$ cat src/rtl/seq_detect_prog_if.sv
// Bus bundle for seq_detect_prog: enable, configuration, serial input and
// match outputs. The master drives the stream; the slave is the detector.
interface seq_detect_prog_if #(
    parameter int MAX_LEN = 8,
    parameter int LEN_W   = 4,
    parameter int CNT_W   = 8
);
    logic               en;
    logic               cfg_we;
    logic [MAX_LEN-1:0] cfg_pattern;
    logic [LEN_W-1:0]   cfg_len;
    logic               cfg_overlap;
    logic               din_valid;
    logic               din;
    logic               dout;
    logic [CNT_W-1:0]   match_count;
    logic [1:0]         state_o;

    modport master (
        output en, cfg_we, cfg_pattern, cfg_len, cfg_overlap, din_valid, din,
        input  dout, match_count, state_o
    );

    modport slave (
        input  en, cfg_we, cfg_pattern, cfg_len, cfg_overlap, din_valid, din,
        output dout, match_count, state_o
    );
endinterface

$ cat src/rtl/seq_detect_prog.sv
// Programmable serial pattern detector (Moore). Resets into the legacy
// overlapping "101" detector; patterns of 1..MAX_LEN bits load at runtime.
module seq_detect_prog #(
    parameter int MAX_LEN = 8,
    parameter int LEN_W   = 4,
    parameter int CNT_W   = 8
) (
    input  logic             clk,
    input  logic             rst,
    seq_detect_prog_if.slave bus
);
    typedef enum logic [1:0] {
        IDLE = 2'b00,
        RUN  = 2'b01,
        HIT  = 2'b10
    } state_t;

    state_t             state_q, state_d;
    logic [MAX_LEN-1:0] pattern_q, pattern_d;
    logic [LEN_W-1:0]   len_q, len_d;
    logic               overlap_q, overlap_d;
    logic [MAX_LEN-1:0] hist_q, hist_d;
    logic [LEN_W-1:0]   fill_q, fill_d;
    logic [CNT_W-1:0]   cnt_q, cnt_d;

    logic               accept;
    logic               match;
    logic [MAX_LEN-1:0] shifted;
    logic [MAX_LEN-1:0] mask;
    logic [LEN_W:0]     fill_inc;
    logic [LEN_W-1:0]   len_clamped;

    always_comb begin
        // IDLE holds history and fill, so bits only land in RUN/HIT
        accept   = bus.din_valid && bus.en && !bus.cfg_we && (state_q != IDLE);
        shifted  = {hist_q[MAX_LEN-2:0], bus.din};
        fill_inc = {1'b0, fill_q} + 1'b1;
        mask     = '0;
        for (int unsigned i = 0; i < MAX_LEN; i++) begin
            mask[i] = (LEN_W'(i) < len_q);
        end
        match = accept && (fill_inc >= {1'b0, len_q})
                && (((shifted ^ pattern_q) & mask) == '0);

        len_clamped = bus.cfg_len;
        if (bus.cfg_len == '0) begin
            len_clamped = LEN_W'(1);
        end else if (bus.cfg_len > LEN_W'(MAX_LEN)) begin
            len_clamped = LEN_W'(MAX_LEN);
        end
    end

    always_comb begin
        state_d   = state_q;
        pattern_d = pattern_q;
        len_d     = len_q;
        overlap_d = overlap_q;
        hist_d    = hist_q;
        fill_d    = fill_q;
        cnt_d     = cnt_q;

        if (bus.cfg_we) begin
            pattern_d = bus.cfg_pattern;
            len_d     = len_clamped;
            overlap_d = bus.cfg_overlap;
            hist_d    = '0;
            fill_d    = '0;
            cnt_d     = '0;
            state_d   = bus.en ? RUN : IDLE;
        end else begin
            if (accept) begin
                hist_d = shifted;
                if (match && !overlap_q) begin
                    fill_d = '0;
                end else if (fill_q != LEN_W'(MAX_LEN)) begin
                    fill_d = fill_q + 1'b1;
                end
            end
            if (match && (cnt_q != '1)) begin
                cnt_d = cnt_q + 1'b1;
            end

            case (state_q)
                IDLE: if (bus.en) state_d = RUN;
                RUN: begin
                    if (!bus.en)    state_d = IDLE;
                    else if (match) state_d = HIT;
                end
                HIT: begin
                    if (!bus.en)    state_d = IDLE;
                    else if (match) state_d = HIT;
                    else            state_d = RUN;
                end
                default: state_d = RUN;
            endcase
        end
    end

    always_ff @(posedge clk or posedge rst) begin
        if (rst) begin
            state_q   <= RUN;
            pattern_q <= MAX_LEN'(3'b101);
            len_q     <= LEN_W'(3);
            overlap_q <= 1'b1;
            hist_q    <= '0;
            fill_q    <= '0;
            cnt_q     <= '0;
        end else begin
            state_q   <= state_d;
            pattern_q <= pattern_d;
            len_q     <= len_d;
            overlap_q <= overlap_d;
            hist_q    <= hist_d;
            fill_q    <= fill_d;
            cnt_q     <= cnt_d;
        end
    end

    assign bus.dout        = (state_q == HIT);
    assign bus.match_count = cnt_q;
    assign bus.state_o     = state_q;
endmodule
$ cat src/flat_wrapper.sv
// flat-port wrapper written by rule: the top's interface ports become plain ports
module seq_detect_prog_flat 
#(
    parameter int MAX_LEN = 8,
    parameter int LEN_W   = 4,
    parameter int CNT_W   = 8
)
  (clk, rst, bus_en, bus_cfg_we, bus_cfg_pattern, bus_cfg_len, bus_cfg_overlap, bus_din_valid, bus_din, bus_dout, bus_match_count, bus_state_o);
  seq_detect_prog_if #(.MAX_LEN(MAX_LEN), .LEN_W(LEN_W), .CNT_W(CNT_W)) bus_i ();
  input  logic clk;
  input  logic rst;
  input wire logic [$bits(bus_i.en)-1:0] bus_en;
  input wire logic [$bits(bus_i.cfg_we)-1:0] bus_cfg_we;
  input wire logic [$bits(bus_i.cfg_pattern)-1:0] bus_cfg_pattern;
  input wire logic [$bits(bus_i.cfg_len)-1:0] bus_cfg_len;
  input wire logic [$bits(bus_i.cfg_overlap)-1:0] bus_cfg_overlap;
  input wire logic [$bits(bus_i.din_valid)-1:0] bus_din_valid;
  input wire logic [$bits(bus_i.din)-1:0] bus_din;
  output wire logic [$bits(bus_i.dout)-1:0] bus_dout;
  output wire logic [$bits(bus_i.match_count)-1:0] bus_match_count;
  output wire logic [$bits(bus_i.state_o)-1:0] bus_state_o;
  assign bus_i.en = bus_en;
  assign bus_i.cfg_we = bus_cfg_we;
  assign bus_i.cfg_pattern = bus_cfg_pattern;
  assign bus_i.cfg_len = bus_cfg_len;
  assign bus_i.cfg_overlap = bus_cfg_overlap;
  assign bus_i.din_valid = bus_din_valid;
  assign bus_i.din = bus_din;
  assign bus_dout = bus_i.dout;
  assign bus_match_count = bus_i.match_count;
  assign bus_state_o = bus_i.state_o;
  seq_detect_prog #(.MAX_LEN(MAX_LEN), .LEN_W(LEN_W), .CNT_W(CNT_W)) u_core (.clk(clk), .rst(rst), .bus(bus_i));
endmodule
$ cat config.mk
export PLATFORM = sky130hd
export DESIGN_NAME = seq_detect_prog_flat
export DESIGN_NICKNAME = d
export VERILOG_FILES = /design/src/rtl/seq_detect_prog_if.sv /design/src/rtl/seq_detect_prog.sv /design/src/flat_wrapper.sv
export SDC_FILE = /design/constraint.sdc
export NUM_CORES = 1
export LEC_CHECK = 0
export CORE_ASPECT_RATIO = 0.9
export CORE_MARGIN = 3
export CORE_UTILIZATION = 35
export DETAILED_ROUTE_END_ITERATION = 6
export MAX_ROUTING_LAYER = met4
export PLACE_DENSITY = 0.53
export SYNTH_ARGS = -nofsm -noshare
export SYNTH_HDL_FRONTEND = slang
export SYNTH_SLANG_ARGS = --single-unit
$ cat constraint.sdc
create_clock -name clk -period 2.96 [get_ports clk]
set_input_delay 0.74 -clock clk [delete_from_list [all_inputs] [get_ports clk]]
set_output_delay 0.74 -clock clk [all_outputs]
set_load 0.005 [all_outputs]
; Word level (Yosys, flattened, before mapping)
; Cells that the tools add are included.
[classes]
n_addsub = 3
magnitude_cmp = 10
n_eq_ne = 6
muxes = 18
bitwise = 2
reduce_logical = 18
[op_table]
columns = op, count
row1 = $mux 4, 6
row2 = $lt 3x4->1 const A, 4
row3 = $mux 8, 2
row4 = $mux 7, 2
row5 = $mux 2, 6
row6 = $add 8x1->8 const B, 1
row7 = $and 8x8->8, 1
row8 = $logic_not 8->1, 1
row9 = $lt 1x4->1 const A, 2
row10 = $lt 2x4->1 const A, 2
row11 = $ne 8x8->1 const B, 1
row12 = $xor 8x8->8, 1
row13 = $logic_and 1x1->1, 7
row14 = $pmux 2 s3, 1
row15 = $reduce_bool 2->1, 3
row16 = $add 4x1->5 const B, 1
row17 = $ge 5x4->1, 1
row18 = $add 4x1->4 const B, 1
row19 = $gt 4x4->1 const B, 1
row20 = $logic_not 4->1, 1
row21 = $ne 4x3->1 const B, 1
row22 = $ne 4x4->1 const B, 1
row23 = $reduce_and 2->1, 2
row24 = $ne 3x3->1 const B, 1
row25 = other kinds (6), 7
[totals]
regBits = 34
in_bits = 19
out_inout_bits = 11
word_cells = 64

; Depth between registers and ports, before layout
; Gate-level depths: netlist of the first run.
[depth]
word_depth = 9
ltp_mapped = 9
mapped_depth_nobuf = 8

; Worst setup path after synthesis of the first run
; No wires, ideal clock.
[synth_timing]
path_type = input -> register
start = input port bus_cfg_we
end = register u_core.cnt_q[5], in the netlist u_core.bus.match_count[5]
setup_time_ns = 0.078
t_arrival_ns = 2.436
required_time_ns = 2.882
slack_ns = 0.446
stages = 8
n_path_buf = 2
cell_sequence = buf_6 and4bb_1 buf_4 o21ai_1 nor4_4 nand3_2 or4_1 a21oi_1
[synth_between]
elab_chain_len = 7
word_cells_on_any_way = 8
classes_between = mux (1) / reduce/logical (7)
[synth_rtl]
columns = element, line
row1 = start: declaration, flat_wrapper.sv:13  ; input wire logic [$bits(bus_i.cfg_we)-1:0] bus_cfg_we;
row2 = $logic_not 1->1, seq_detect_prog.sv:35  ; accept = bus.din_valid && bus.en && !bus.cfg_we && (state_q != IDLE);
row3 = $logic_and 1x1->1 (2 in series), seq_detect_prog.sv:35
row4 = $logic_and 1x1->1, seq_detect_prog.sv:42  ; match = accept && (fill_inc >= {1'b0, len_q})
row5 = $logic_and 1x1->1, seq_detect_prog.sv:43  ; && (((shifted ^ pattern_q) & mask) == '0);
row6 = $logic_and 1x1->1, seq_detect_prog.sv:79  ; if (match && (cnt_q != '1)) begin
row7 = $reduce_bool 2->1 (no source line), n/a
row8 = end signal: assignment, seq_detect_prog.sv:115  ; cnt_q <= cnt_d;
row9 = end: declaration, seq_detect_prog.sv:24  ; logic [CNT_W-1:0] cnt_q, cnt_d;
; Several ways; a longest one is shown, not always the timed one.
; A chain may end at the register's enable or synchronous reset.

; Final worst setup path of the first run
[layout_timing]
start = register u_core.fill_q[0]
end = register u_core.cnt_q[5], in the netlist u_core.bus.match_count[5]
[layout_between]
elab_chain_len = 6
[layout_rtl]
columns = element, line
row1 = start: declaration, seq_detect_prog.sv:23  ; logic [LEN_W-1:0] fill_q, fill_d;
row2 = start signal: assignment, seq_detect_prog.sv:114  ; fill_q <= fill_d;
row3 = $add 4x1->5, seq_detect_prog.sv:37  ; fill_inc = {1'b0, fill_q} + 1'b1;
row4 = $ge 5x4->1, seq_detect_prog.sv:42
row5 = $logic_and 1x1->1, seq_detect_prog.sv:42
row6 = $logic_and 1x1->1, seq_detect_prog.sv:43
row7 = $logic_and 1x1->1, seq_detect_prog.sv:79
row8 = $reduce_bool 2->1 (no source line), n/a
; No other way between the ends.

==> impl_metrics.sql, run 1 <==
INSERT INTO impl_metrics (metric_group, metric, value, unit) VALUES
('logic_synthesis', 'yosysWarningCount', '0', ''),
('floorplanning', 'die_w', '83.32', 'um'),
('place', 'dp_hpwl', '3.086', 'mm'),
('critical_path', 'worstPathArrival', '2.69', 'ns'),
('global_routing', 'groute.layer.met3.usage', '3.459', '%'),
('logic_synthesis', 'synth_top_area_share', '37.21', '%'),
('timing', 'final_worst_path_cycle_share', '83.56', '%'),
('global_routing', 'global_route.usage.met1', '19.24', '%'),
('timing', 'finalMaxSlewViolations', '0', ''),
('critical_path', 'crit_slowest_cell', 'sky130_fd_sc_hd__or4_1', ''),
('logic_synthesis', 'synth-edff-count', '0', ''),
('pwr', 'peakVddDrop', '240.3', 'uV'),
('logic_synthesis', 'most_instantiated_library_cell_after_synthesis', 'sky130_fd_sc_hd__dfrtp_1', ''),
('logic_synthesis', 'synth_nets', '221', ''),
('timing', 'report.final.setup_viol', '0', ''),
('cells_and_area', 'area_occupied_by_multi_input_gates', '949.7', 'sq um'),
('drt', 'drt-total-wl', '4.276', 'mm'),
('timing', 'fmax', '404.3', 'MHz'),
('logic_synthesis', 'ys_async_sr_fraction', '100.0', '%'),
('cells_and_area', 'area.sequential', '858.3', 'sq um'),
('timing', 'totalNegativeSetupSlack', '0', 'ns'),
('pwr', 'seq_power_share', '51.9', '%'),
('global_routing', 'antenna_violations_before_repair', '0', ''),
('logic_synthesis', 'synth_top_cell_by_area', 'sky130_fd_sc_hd__dfrtp_1', ''),
('global_routing', 'grt_pass1_wl', '7.258', 'mm'),
('pwr', 'static_leakage', '0.9503', 'nW'),
('logic_synthesis', 'yosys_most_used_dff', 'sky130_fd_sc_hd__dfrtp_1', ''),
('global_routing', 'grt_max_degree', '35', ''),
('cts', 'clk_transition_reported_paths', '0.07', 'ns'),
('cts', 'tritoncts', 'built', ''),
('critical_path', 'timing.critical_path.mode_cell', 'sky130_fd_sc_hd__ha_1', ''),
('timing', 'worst_pin_slew', '0.4383', 'ns'),
('cells_and_area', 'post_route_cells_drive_above_1_share', '13.16', '%'),
('critical_path', 'critical_path.startpoint_type', 'flip-flop', ''),
('place', 'routabilityCongestion', '0.8330', ''),
('cts', 'cts_hold_repair.buffers', '0', ''),
('critical_path', 'cp_max_fo', '6', ''),
('global_routing', 'via_count_of_the_first_global_routing_pass', '1514', ''),
('cts', 'postCtsSetupRepairBufs', '0', ''),
('global_routing', 'grt_most_used_layer', 'met2', ''),
('logic_synthesis', 'yosys_register_bits', '34', ''),
('critical_path', 'worst_setup_path_startpoint', 'u_core.fill_q[0]', ''),
('pwr', 'power.share.combinational', '15.0', '%'),
('floorplanning', 'top_level_ports', '30', ''),
('drt', 'route.vias.total', '1519', ''),
('min_path', 'hold_start', 'u_core.hist_q[0]', ''),
('drt', 'drt_pass_1_iters', '4', ''),
('logic_synthesis', 'synthDistinctLibCells', '40', ''),
('floorplanning', 'fp.coreArea', '5015', 'sq um'),
('pwr', 'pwr-share-clk', '33.1', '%'),
('pwr', 'net_switching', '0.2620', 'mW'),
('drt', 'drt_iter0_drc', '69', ''),
('floorplanning', 'die-height', '75.59', 'um'),
('outcome', 'run_status', 'completed', ''),
('min_path', 'worstHoldPathType', 'flip-flop to flip-flop', ''),
('logic_synthesis', 'post_synth_instance_area', '1883', 'sq um'),
('run', 'max_cap_violations', '0', ''),
('drt', 'post_drt_via_cell_ratio', '5.184', ''),
('timing', 'min_period', '2.473', 'ns'),
('critical_path', 'timing.rr.start', 'u_core.fill_q[0]', ''),
('pwr', 'internal_power', '0.7285', 'mW'),
('cells_and_area', 'flow.area_growth_from_synthesis', '24.32', '%'),
('critical_path', 'setup.worst_path.class', 'flip-flop to flip-flop', ''),
('floorplanning', 'dieArea', '6297', 'sq um'),
('cells_and_area', 'postLayoutCoreUtil', '46.68', '%'),
('critical_path', 'crit_chain', 'ha_1 -> xor2_1 -> ha_1 -> o21ai_0 -> o21ai_1 -> nand3_2 -> or4_1 -> a21oi_1', ''),
('place', 'numPortBuffers', '29', ''),
('cts', 'cts_repair_resize_count', '0', ''),
('pwr', 'power.density_cell_area', '423.1', 'nW/um^2'),
('pwr', 'p_sw_share', '26.45', '%'),
('drt', 'drt.antenna.violating_nets', '0', '');
## routing by layer
metal  routed length (um)  vias to the layer above
li1                     -                      752
met1                 1968                      714
met2                 2026                       47
met3                  212                        6
met4                   69                        0
met5                    0                        -
## path summary, 6_finish.rpt
path                                              to  slack (ns)  cells past startpoint
setup reg to reg           u_core.bus.match_count[5]        0.49                      8
max in group asynchronous            u_core.len_q[0]        1.77                      3
min in group asynchronous           u_core.hist_q[5]        0.85                      3
hold reg to reg                     u_core.hist_q[1]        0.54                      2
hold / removal                      u_core.hist_q[1]        0.54                      2
setup / recovery           u_core.bus.match_count[5]        0.49                      8
## state kept, by name, summed over array words and instances (netlist names)
register,flops
u_core.hist_q,7
u_core.len_q,4
u_core.bus.match_count,8
u_core.bus.state_o,2
u_core.pattern_q,8
u_core.overlap_q,1
u_core.fill_q,4
## final cells by class
class	count	area share, %
flip-flops and latches	34	36.66
well taps	65	3.474
inverters	11	1.764
clock inverters	2	0.4276
clock buffers	6	3.100
repair buffers	34	14.00
multi-input cells	141	40.57
## power groups by stage
stage	registers [mW]	clock network (mW)	logic, mW
floorplan	0.515	0	0.0974
global placement	0.521	0	0.147
finish	0.514	0.328	0.148
detailed placement	0.522	0	0.150
CTS	0.514	0.343	0.151
global route	0.517	0.362	0.166
## cell usage in the layout (no fill, tap or decap), types with 2 or more instances in the layout
| cell type | count |
|---|---|
| sky130_fd_sc_hd__a211oi_1 | 2 |
| sky130_fd_sc_hd__a21oi_1 | 10 |
| sky130_fd_sc_hd__a31oi_1 | 3 |
| sky130_fd_sc_hd__buf_4 | 5 |
| sky130_fd_sc_hd__clkbuf_8 | 5 |
| sky130_fd_sc_hd__clkdlybuf4s50_1 | 29 |
| sky130_fd_sc_hd__clkinv_2 | 2 |
| sky130_fd_sc_hd__dfrtp_1 | 28 |
| sky130_fd_sc_hd__dfstp_2 | 6 |
| sky130_fd_sc_hd__ha_1 | 10 |
| sky130_fd_sc_hd__inv_1 | 11 |
| sky130_fd_sc_hd__mux2_2 | 10 |
| sky130_fd_sc_hd__mux2i_1 | 2 |
| sky130_fd_sc_hd__nand2_1 | 23 |
| sky130_fd_sc_hd__nand2b_1 | 2 |
| sky130_fd_sc_hd__nand3_1 | 7 |
| sky130_fd_sc_hd__nand4_1 | 3 |
| sky130_fd_sc_hd__nor2_1 | 11 |
| sky130_fd_sc_hd__nor2b_1 | 2 |
| sky130_fd_sc_hd__nor3_1 | 3 |
| sky130_fd_sc_hd__nor4_1 | 2 |
| sky130_fd_sc_hd__o21ai_0 | 14 |
| sky130_fd_sc_hd__o21ai_1 | 2 |
| sky130_fd_sc_hd__o22ai_1 | 5 |
| sky130_fd_sc_hd__o31ai_1 | 2 |
| sky130_fd_sc_hd__or3_1 | 2 |
| sky130_fd_sc_hd__or4_1 | 2 |
| sky130_fd_sc_hd__xnor2_1 | 9 |
| sky130_fd_sc_hd__xor2_1 | 3 |
## through the flow
stage          setup WS (ns)  hold WS, ns  area, sq um  power [mW]  cells
2_1_floorplan         0.4455       0.4919         1883      0.6127    192
3_3_place_gp          0.2717       0.5189         2258      0.6685    285
3_5_place_dp          0.2191       0.5209         2258      0.6726    285
4_1_cts               0.4671       0.5381         2341       1.008    293
5_1_grt               0.2821       0.5727         2341       1.046    293
6_report              0.4867       0.5353         2341      0.9906    293
## logic make-up (layout without fill, tap and decap cells)
group                      after synthesis  after routing  synth area share, %
and+or+nand+nor                         65             65                18.27
AOI/OAI and AO/OA                       42             42                12.89
DFF                                     34             34                45.58
buffers and inverters                   17             53                3.987
xor gates and xnor gates                12             12                5.582
muxes                                   12             12                7.043
adders and majority gates               10             10                6.645
## critical path, delay by kind of cell (launching register included)
kind | cells | cell delay, ns
AOI/OAI and AO/OA | 3 | 0.55
xor gates and xnor gates | 1 | 0.16
adders and majority gates | 2 | 0.56
DFF | 1 | 0.45
and+or+nand+nor | 2 | 0.68
No activity file was read; power rests on OpenSTA's default activity.
==> inputs of run 2 (changes only) <==
clock period = 2.5 ns   (was 2.96 ns; I/O delays follow)
==> impl_metrics.sql, run 2 (same netlist as run 1, synthesis figures left out) <==
INSERT INTO impl_metrics (metric_group, metric, value, unit) VALUES
('outcome', 'run_status', 'completed', ''),
('timing', 'timing_hold_violations_final', '0', ''),
('min_path', 'worstHoldPathType', 'flip-flop to flip-flop', ''),
('timing', 'min_period', '2.407', 'ns'),
('run', 'max_cap_violations', '0', ''),
('cells_and_area', 'final_net_count', '260', ''),
('global_routing', 'via_count_of_the_first_global_routing_pass', '1593', ''),
('place', 'routabilityCongestion', '0.8040', ''),
('cts', 'ctsRootBufferMaster', 'sky130_fd_sc_hd__clkbuf_8', ''),
('floorplanning', 'fp.coreArea', '5015', 'sq um'),
('critical_path', 'critical-path-top-delay-family', 'simple AND/OR/NAND/NOR gates', ''),
('cts', 'cts_hold_repair.buffers', '0', ''),
('cts', 'cts_num_sinks', '34', ''),
('cts', 'clock_insertion_delay_worst_skew', '0.28', 'ns'),
('timing', 'report.final.setup_viol', '0', ''),
('cts', 'cts.htree.levels', '2', ''),
('timing', 'worst_pin_slew', '0.4467', 'ns'),
('pwr', 'power.density_cell_area', '496.2', 'nW/um^2'),
('global_routing', 'antenna_violations_before_repair', '0', ''),
('cts', 'clk_transition_reported_paths', '0.07', 'ns'),
('pwr', 'static_leakage', '0.9688', 'nW'),
('cells_and_area', 'layout_commonest_cell', 'sky130_fd_sc_hd__clkdlybuf4s50_1', ''),
('timing', 'worst_slew_margin_rel', '70.22', '%'),
('place', 'placement.cell_area', '2273', 'sq um'),
('floorplanning', 'placement_rows', '24', ''),
('pwr', 'peakVddDrop', '259.6', 'uV'),
('cts', 'numCtsBuffers', '5', ''),
('cells_and_area', 'mostFrequentLayoutCells', 'sky130_fd_sc_hd__clkdlybuf4s50_1, sky130_fd_sc_hd__dfrtp_1, sky130_fd_sc_hd__nand2_1, sky130_fd_sc_hd__o21ai_0', ''),
('global_routing', 'grt_max_degree', '35', ''),
('critical_path', 'cp_max_fo', '5', ''),
('cells_and_area', 'flow.area_growth_from_synthesis', '26.11', '%'),
('timing', 'whs', '0.5327', 'ns'),
('place', 'dp_hpwl', '3.117', 'mm'),
('drt', 'drt_iter0_drc', '47', ''),
('timing', 'fmax', '415.4', 'MHz'),
('floorplanning', 'die_w', '83.32', 'um'),
('cells_and_area', 'post-route-cell-area', '2375', 'sq um'),
('place', 'numPortBuffers', '29', ''),
('cts', 'clock_tree.buffer_depth', '2', ''),
('critical_path', 'crit_slowest_cell', 'sky130_fd_sc_hd__dfstp_2', ''),
('critical_path', 'cp_data_required_time', '2.71', 'ns'),
('timing', 'finalMaxSlewViolations', '0', ''),
('critical_path', 'worstPathBufferInverterCount', '1', ''),
('drt', 'drt.antenna.violating_nets', '0', ''),
('floorplanning', 'dieArea', '6297', 'sq um'),
('global_routing', 'gr-total-overflow', '0', ''),
('critical_path', 'crit_chain', 'inv_1 -> ha_1 -> and4bb_1 -> o21ai_1 -> nor4_4 -> nand3_2 -> or4_1 -> a21oi_2', ''),
('critical_path', 'largest_stage_delay_on_the_critical_path', '0.56', 'ns'),
('critical_path', 'worst_setup_path_end_kind', 'flip-flop', ''),
('cells_and_area', 'post_route_cells_drive_above_1_share', '15.09', '%'),
('drt', 'route.vias.total', '1552', ''),
('floorplanning', 'top_level_ports', '30', ''),
('global_routing', 'grt_pass1_wl', '7.396', 'mm'),
('cells_and_area', 'num_antenna_cells', '0', ''),
('drt', 'drt-total-wl', '4.292', 'mm'),
('drt', 'wire_per_inst', '14.45', 'um'),
('drt', 'remaining_drc_errors', '0', ''),
('global_routing', 'grt.total_usage', '15.02', '%'),
('cells_and_area', 'postLayoutCoreUtil', '47.36', '%'),
('drt', 'drt_pass_1_iters', '4', ''),
('timing', 'fin_worst_skew', '0.009772', 'ns'),
('critical_path', 'worstPathArrival', '2.61', 'ns'),
('floorplanning', 'die-height', '75.59', 'um'),
('global_routing', 'groute.layer.met3.usage', '3.243', '%'),
('critical_path', 'setup.worst_path.class', 'flip-flop to flip-flop', ''),
('floorplanning', 'start_util', '37.55', '%'),
('cts', 'tritoncts', 'built', ''),
('drt', 'post_drt_via_cell_ratio', '5.226', ''),
('global_routing', 'met2_usage', '24.02', '%'),
('timing', 'final_worst_path_cycle_share', '96.30', '%'),
('global_routing', 'global_route.usage.met1', '19.26', '%'),
('global_routing', 'grt_most_used_layer', 'met2', ''),
('critical_path', 'critical_path.startpoint_type', 'flip-flop', '');
run 2: cell types whose count changed in the layout (fill, tap and decap cells not counted):
cell / change
sky130_fd_sc_hd__a21oi_1: -1
sky130_fd_sc_hd__buf_4: +4
sky130_fd_sc_hd__a21oi_2: +1
run 2: layer usage:
layer  part of all wire [%]  up-vias
li1                       -      760
met1                     47      756
met2                     49       31
met3                    3.6        5
met4                   0.84        0
met5                      0        -
run 2: cell type report:
type | instances | area [sq um]
clock buffers | 6 | 72.57
fillers | 463 | 2640
multi-input cells | 141 | 953.4
inverters | 11 | 41.29
clock inverters | 2 | 10.01
well taps | 65 | 81.33
repair buffers | 38 | 357.8
flip-flops and latches | 34 | 858.3
run 2: power by group:
group,leakage [nW],internal (mW),switching [mW]
Combinational,0.487,0.0923,0.0903
Sequential,0.437,0.582,0.0246
Clock,0.0450,0.193,0.196
run 2: path summary, 6_finish.rpt:
| path | cells after the start | from | endpoint | slack [ns] |
|---|---|---|---|---|
| worst max-delay path | 8 | u_core.bus.state_o[0] | u_core.bus.match_count[7] | 0.09 |
| worst min-delay path | 2 | u_core.hist_q[0] | u_core.hist_q[1] | 0.53 |
| worst max register to register | 8 | u_core.bus.state_o[0] | u_core.bus.match_count[7] | 0.09 |
| worst min register to register | 2 | u_core.hist_q[0] | u_core.hist_q[1] | 0.53 |
| max in group asynchronous | 3 | rst | u_core.pattern_q[2] | 1.41 |
| min in group asynchronous | 3 | rst | u_core.bus.match_count[4] | 0.74 |
run 2: repair_timing:
item,in CTS,in global routing
resized for setup,0,1
setup buffers,0,2
setup endpoints to repair,0,6
run 2: tightest hold or removal path, cell delays in order (launching register included):
cell and delay, ns:
sky130_fd_sc_hd__dfrtp_1 0.38, sky130_fd_sc_hd__nand2_1 0.05, sky130_fd_sc_hd__o21ai_0 0.06
run 2: metrics by stage:
stage               setup WS [ns]  setup TNS, ns  std cells  total power, mW
floorplan                 0.01358              0        192           0.7255
global placement         -0.02674       -0.04749        287           0.7961
detailed placement        -0.1151        -0.3902        287           0.7998
CTS                       0.06122              0        295            1.200
global route             -0.03041       -0.03041        297            1.235
finish                    0.09254              0        297            1.178
==> inputs of run 3 (changes only) <==
--- a/config.mk
+++ b/config.mk
@@ -9,6 +9,6 @@
 export CORE_MARGIN = 3
-export CORE_UTILIZATION = 35
+export CORE_UTILIZATION = 53
 export DETAILED_ROUTE_END_ITERATION = 6
 export MAX_ROUTING_LAYER = met4
-export PLACE_DENSITY = 0.53
+export PLACE_DENSITY = 0.76
 export SYNTH_ARGS = -nofsm -noshare
--- a/constraint.sdc
+++ b/constraint.sdc
@@ -3,2 +3,2 @@
 set_output_delay 0.625 -clock clk [all_outputs]
-set_load 0.005 [all_outputs]
+set_load 0.01 [all_outputs]
==> impl_metrics.sql, run 3 (same netlist as run 1, synthesis figures left out) <==
INSERT INTO impl_metrics (metric_group, metric, value, unit) VALUES
('outcome', 'run_status', 'completed', ''),
('critical_path', 'worstRegToRegCells', '9', ''),
('timing', 'totalNegativeSetupSlack', '0', 'ns'),
('global_routing', 'grt_pass1_wl', '7.182', 'mm'),
('critical_path', 'setup.worst_path.class', 'flip-flop to flip-flop', ''),
('floorplanning', 'dieArea', '4305', 'sq um'),
('critical_path', 'crit_chain', 'ha_1 -> xor2_1 -> ha_1 -> o21ai_0 -> o21ai_2 -> buf_4 -> nand4b_1 -> a21boi_1 -> o32ai_1', ''),
('cts', 'clock_insertion_delay_worst_skew', '0.28', 'ns'),
('cts', 'clk_transition_reported_paths', '0.07', 'ns'),
('critical_path', 'worst_setup_path_end_kind', 'flip-flop', ''),
('global_routing', 'via_count_of_the_first_global_routing_pass', '1564', ''),
('critical_path', 'worstPathBufferInverterCount', '1', ''),
('cells_and_area', 'final_net_count', '259', ''),
('pwr', 'power.density_cell_area', '498.2', 'nW/um^2'),
('place', 'placement.setup.worst_slack', '-0.02405', 'ns'),
('critical_path', 'critical_path_cell_count', '9', ''),
('cells_and_area', 'num_antenna_cells', '0', ''),
('drt', 'remaining_drc_errors', '0', ''),
('cts', 'cts.htree.levels', '2', ''),
('timing', 'min_period', '2.380', 'ns'),
('run', 'max_cap_violations', '0', ''),
('cts', 'ctsRootBufferMaster', 'sky130_fd_sc_hd__clkbuf_8', ''),
('critical_path', 'worstPathArrival', '2.53', 'ns'),
('cells_and_area', 'post_route_cells_drive_above_1_share', '16.45', '%'),
('cells_and_area', 'layout_commonest_cell', 'sky130_fd_sc_hd__clkdlybuf4s50_1', ''),
('cells_and_area', 'flow.area_growth_from_synthesis', '25.12', '%'),
('critical_path', 'crit_slowest_cell', 'sky130_fd_sc_hd__dfrtp_1', ''),
('drt', 'drt_iter0_drc', '104', ''),
('critical_path', 'cp_max_fo', '6', ''),
('critical_path', 'critical_path.startpoint_type', 'flip-flop', ''),
('critical_path', 'largest_stage_delay_on_the_critical_path', '0.44', 'ns'),
('drt', 'drt-total-wl', '4.245', 'mm'),
('drt', 'wire_per_inst', '15.55', 'um'),
('global_routing', 'antenna_violations_before_repair', '0', ''),
('drt', 'drt_pass_1_iters', '4', ''),
('timing', 'fmax', '420.1', 'MHz'),
('min_path', 'worstHoldPathType', 'flip-flop to flip-flop', ''),
('cts', 'tritoncts', 'built', ''),
('floorplanning', 'die_w', '68.83', 'um'),
('floorplanning', 'start_util', '58.24', '%'),
('timing', 'report.final.setup_viol', '0', ''),
('drt', 'route.vias.total', '1591', ''),
('floorplanning', 'die-height', '62.55', 'um'),
('critical_path', 'timing.critical_path.mode_cell', 'sky130_fd_sc_hd__ha_1', ''),
('critical_path', 'critical-path-top-delay-family', 'compound AO/OA/AOI/OAI gates', ''),
('min_path', 'hold_path_depth', '1', ''),
('global_routing', 'grt.total_usage', '22.72', '%'),
('timing', 'timing_hold_violations_final', '0', ''),
('cells_and_area', 'postLayoutCoreUtil', '72.87', '%'),
('critical_path', 'cp_data_required_time', '2.65', 'ns'),
('place', 'dp_hpwl', '3.160', 'mm'),
('timing', 'worst_slew_margin_rel', '71.11', '%'),
('cells_and_area', 'mostFrequentLayoutCells', 'sky130_fd_sc_hd__clkdlybuf4s50_1, sky130_fd_sc_hd__dfrtp_1, sky130_fd_sc_hd__nand2_1, sky130_fd_sc_hd__o21ai_0', ''),
('global_routing', 'grt_max_degree', '35', ''),
('timing', 'worst_pin_slew', '0.4333', 'ns'),
('timing', 'whs', '0.5361', 'ns'),
('timing', 'finalMaxSlewViolations', '0', ''),
('floorplanning', 'placement_rows', '19', ''),
('cts', 'postCtsSetupRepairBufs', '0', ''),
('timing', 'final_critical_path_setup_slack', '0.1195', 'ns'),
('pwr', 'static_leakage', '0.9658', 'nW'),
('floorplanning', 'top_level_ports', '30', ''),
('place', 'routabilityCongestion', '0.8956', ''),
('timing', 'final_worst_path_cycle_share', '95.22', '%'),
('cts', 'numCtsBuffers', '5', ''),
('cts', 'clock_tree.buffer_depth', '2', ''),
('floorplanning', 'fp.coreArea', '3233', 'sq um'),
('drt', 'drt.antenna.violating_nets', '0', ''),
('cells_and_area', 'fin_cells', '273', ''),
('place', 'placedCellCount', '265', ''),
('pwr', 'peakVddDrop', '456.8', 'uV'),
('place', 'placement.cell_area', '2252', 'sq um'),
('cts', 'cts_num_sinks', '34', ''),
('place', 'numPortBuffers', '29', ''),
('global_routing', 'gr-total-overflow', '0', ''),
('timing', 'fin_worst_skew', '0.006200', 'ns'),
('drt', 'post_drt_via_cell_ratio', '5.828', ''),
('pwr', 'post-layout-total-power', '1.174', 'mW'),
('cells_and_area', 'post-route-cell-area', '2356', 'sq um');
==> run 3: cell count changes in the layout (fill, tap and decap cells not counted), sizes merged <==
cell and change:
buf -1
==> run 3: metal layers <==
| metal | part of all wire, % | GRT usage [%] | wire length [um] | vias to the layer above |
|---|---|---|---|---|
| met5 | 0 | - | 0 | - |
| met4 | 0.87 | 6.569 | 37 | 0 |
| met3 | 7.1 | 5.396 | 301 | 5 |
| met2 | 51 | 36.23 | 2176 | 62 |
| met1 | 41 | 28.41 | 1730 | 768 |
| li1 | - | - | - | 756 |
==> run 3: area by class of cell <==
| type | count | area [sq um] |
|---|---|---|
| repair buffers | 37 | 350.3 |
| clock buffers | 6 | 72.57 |
| clock inverters | 2 | 10.01 |
| multi-input cells | 141 | 970.9 |
| inverters | 11 | 41.29 |
| flip-flops and latches | 34 | 858.3 |
| fillers | 255 | 877.1 |
| well taps | 42 | 52.55 |
==> run 3: what timing repair did <==
item,4_1_cts,5_1_grt
gates resized for setup,0,5
hold buffers,0,0
endpoints found under the setup margin,0,6
==> run 3: power breakdown <==
group | switching (mW) | leakage, nW | internal, mW | total, mW
clock | 0.184 | 0.0450 | 0.193 | 0.377
sequential | 0.0254 | 0.437 | 0.583 | 0.608
combinational | 0.0953 | 0.484 | 0.0940 | 0.189
==> run 3: final timing paths <==
| check | from | to | slack, ns |
|---|---|---|---|
| min in group asynchronous | rst | u_core.bus.match_count[1] | 0.73 |
| setup reg to reg | u_core.fill_q[0] | u_core.fill_q[1] | 0.12 |
| setup / recovery | u_core.fill_q[0] | u_core.fill_q[1] | 0.12 |
| max in group asynchronous | rst | u_core.bus.state_o[0] | 1.42 |
| hold / removal | u_core.pattern_q[6] | u_core.pattern_q[6] | 0.54 |
| hold reg to reg | u_core.pattern_q[6] | u_core.pattern_q[6] | 0.54 |
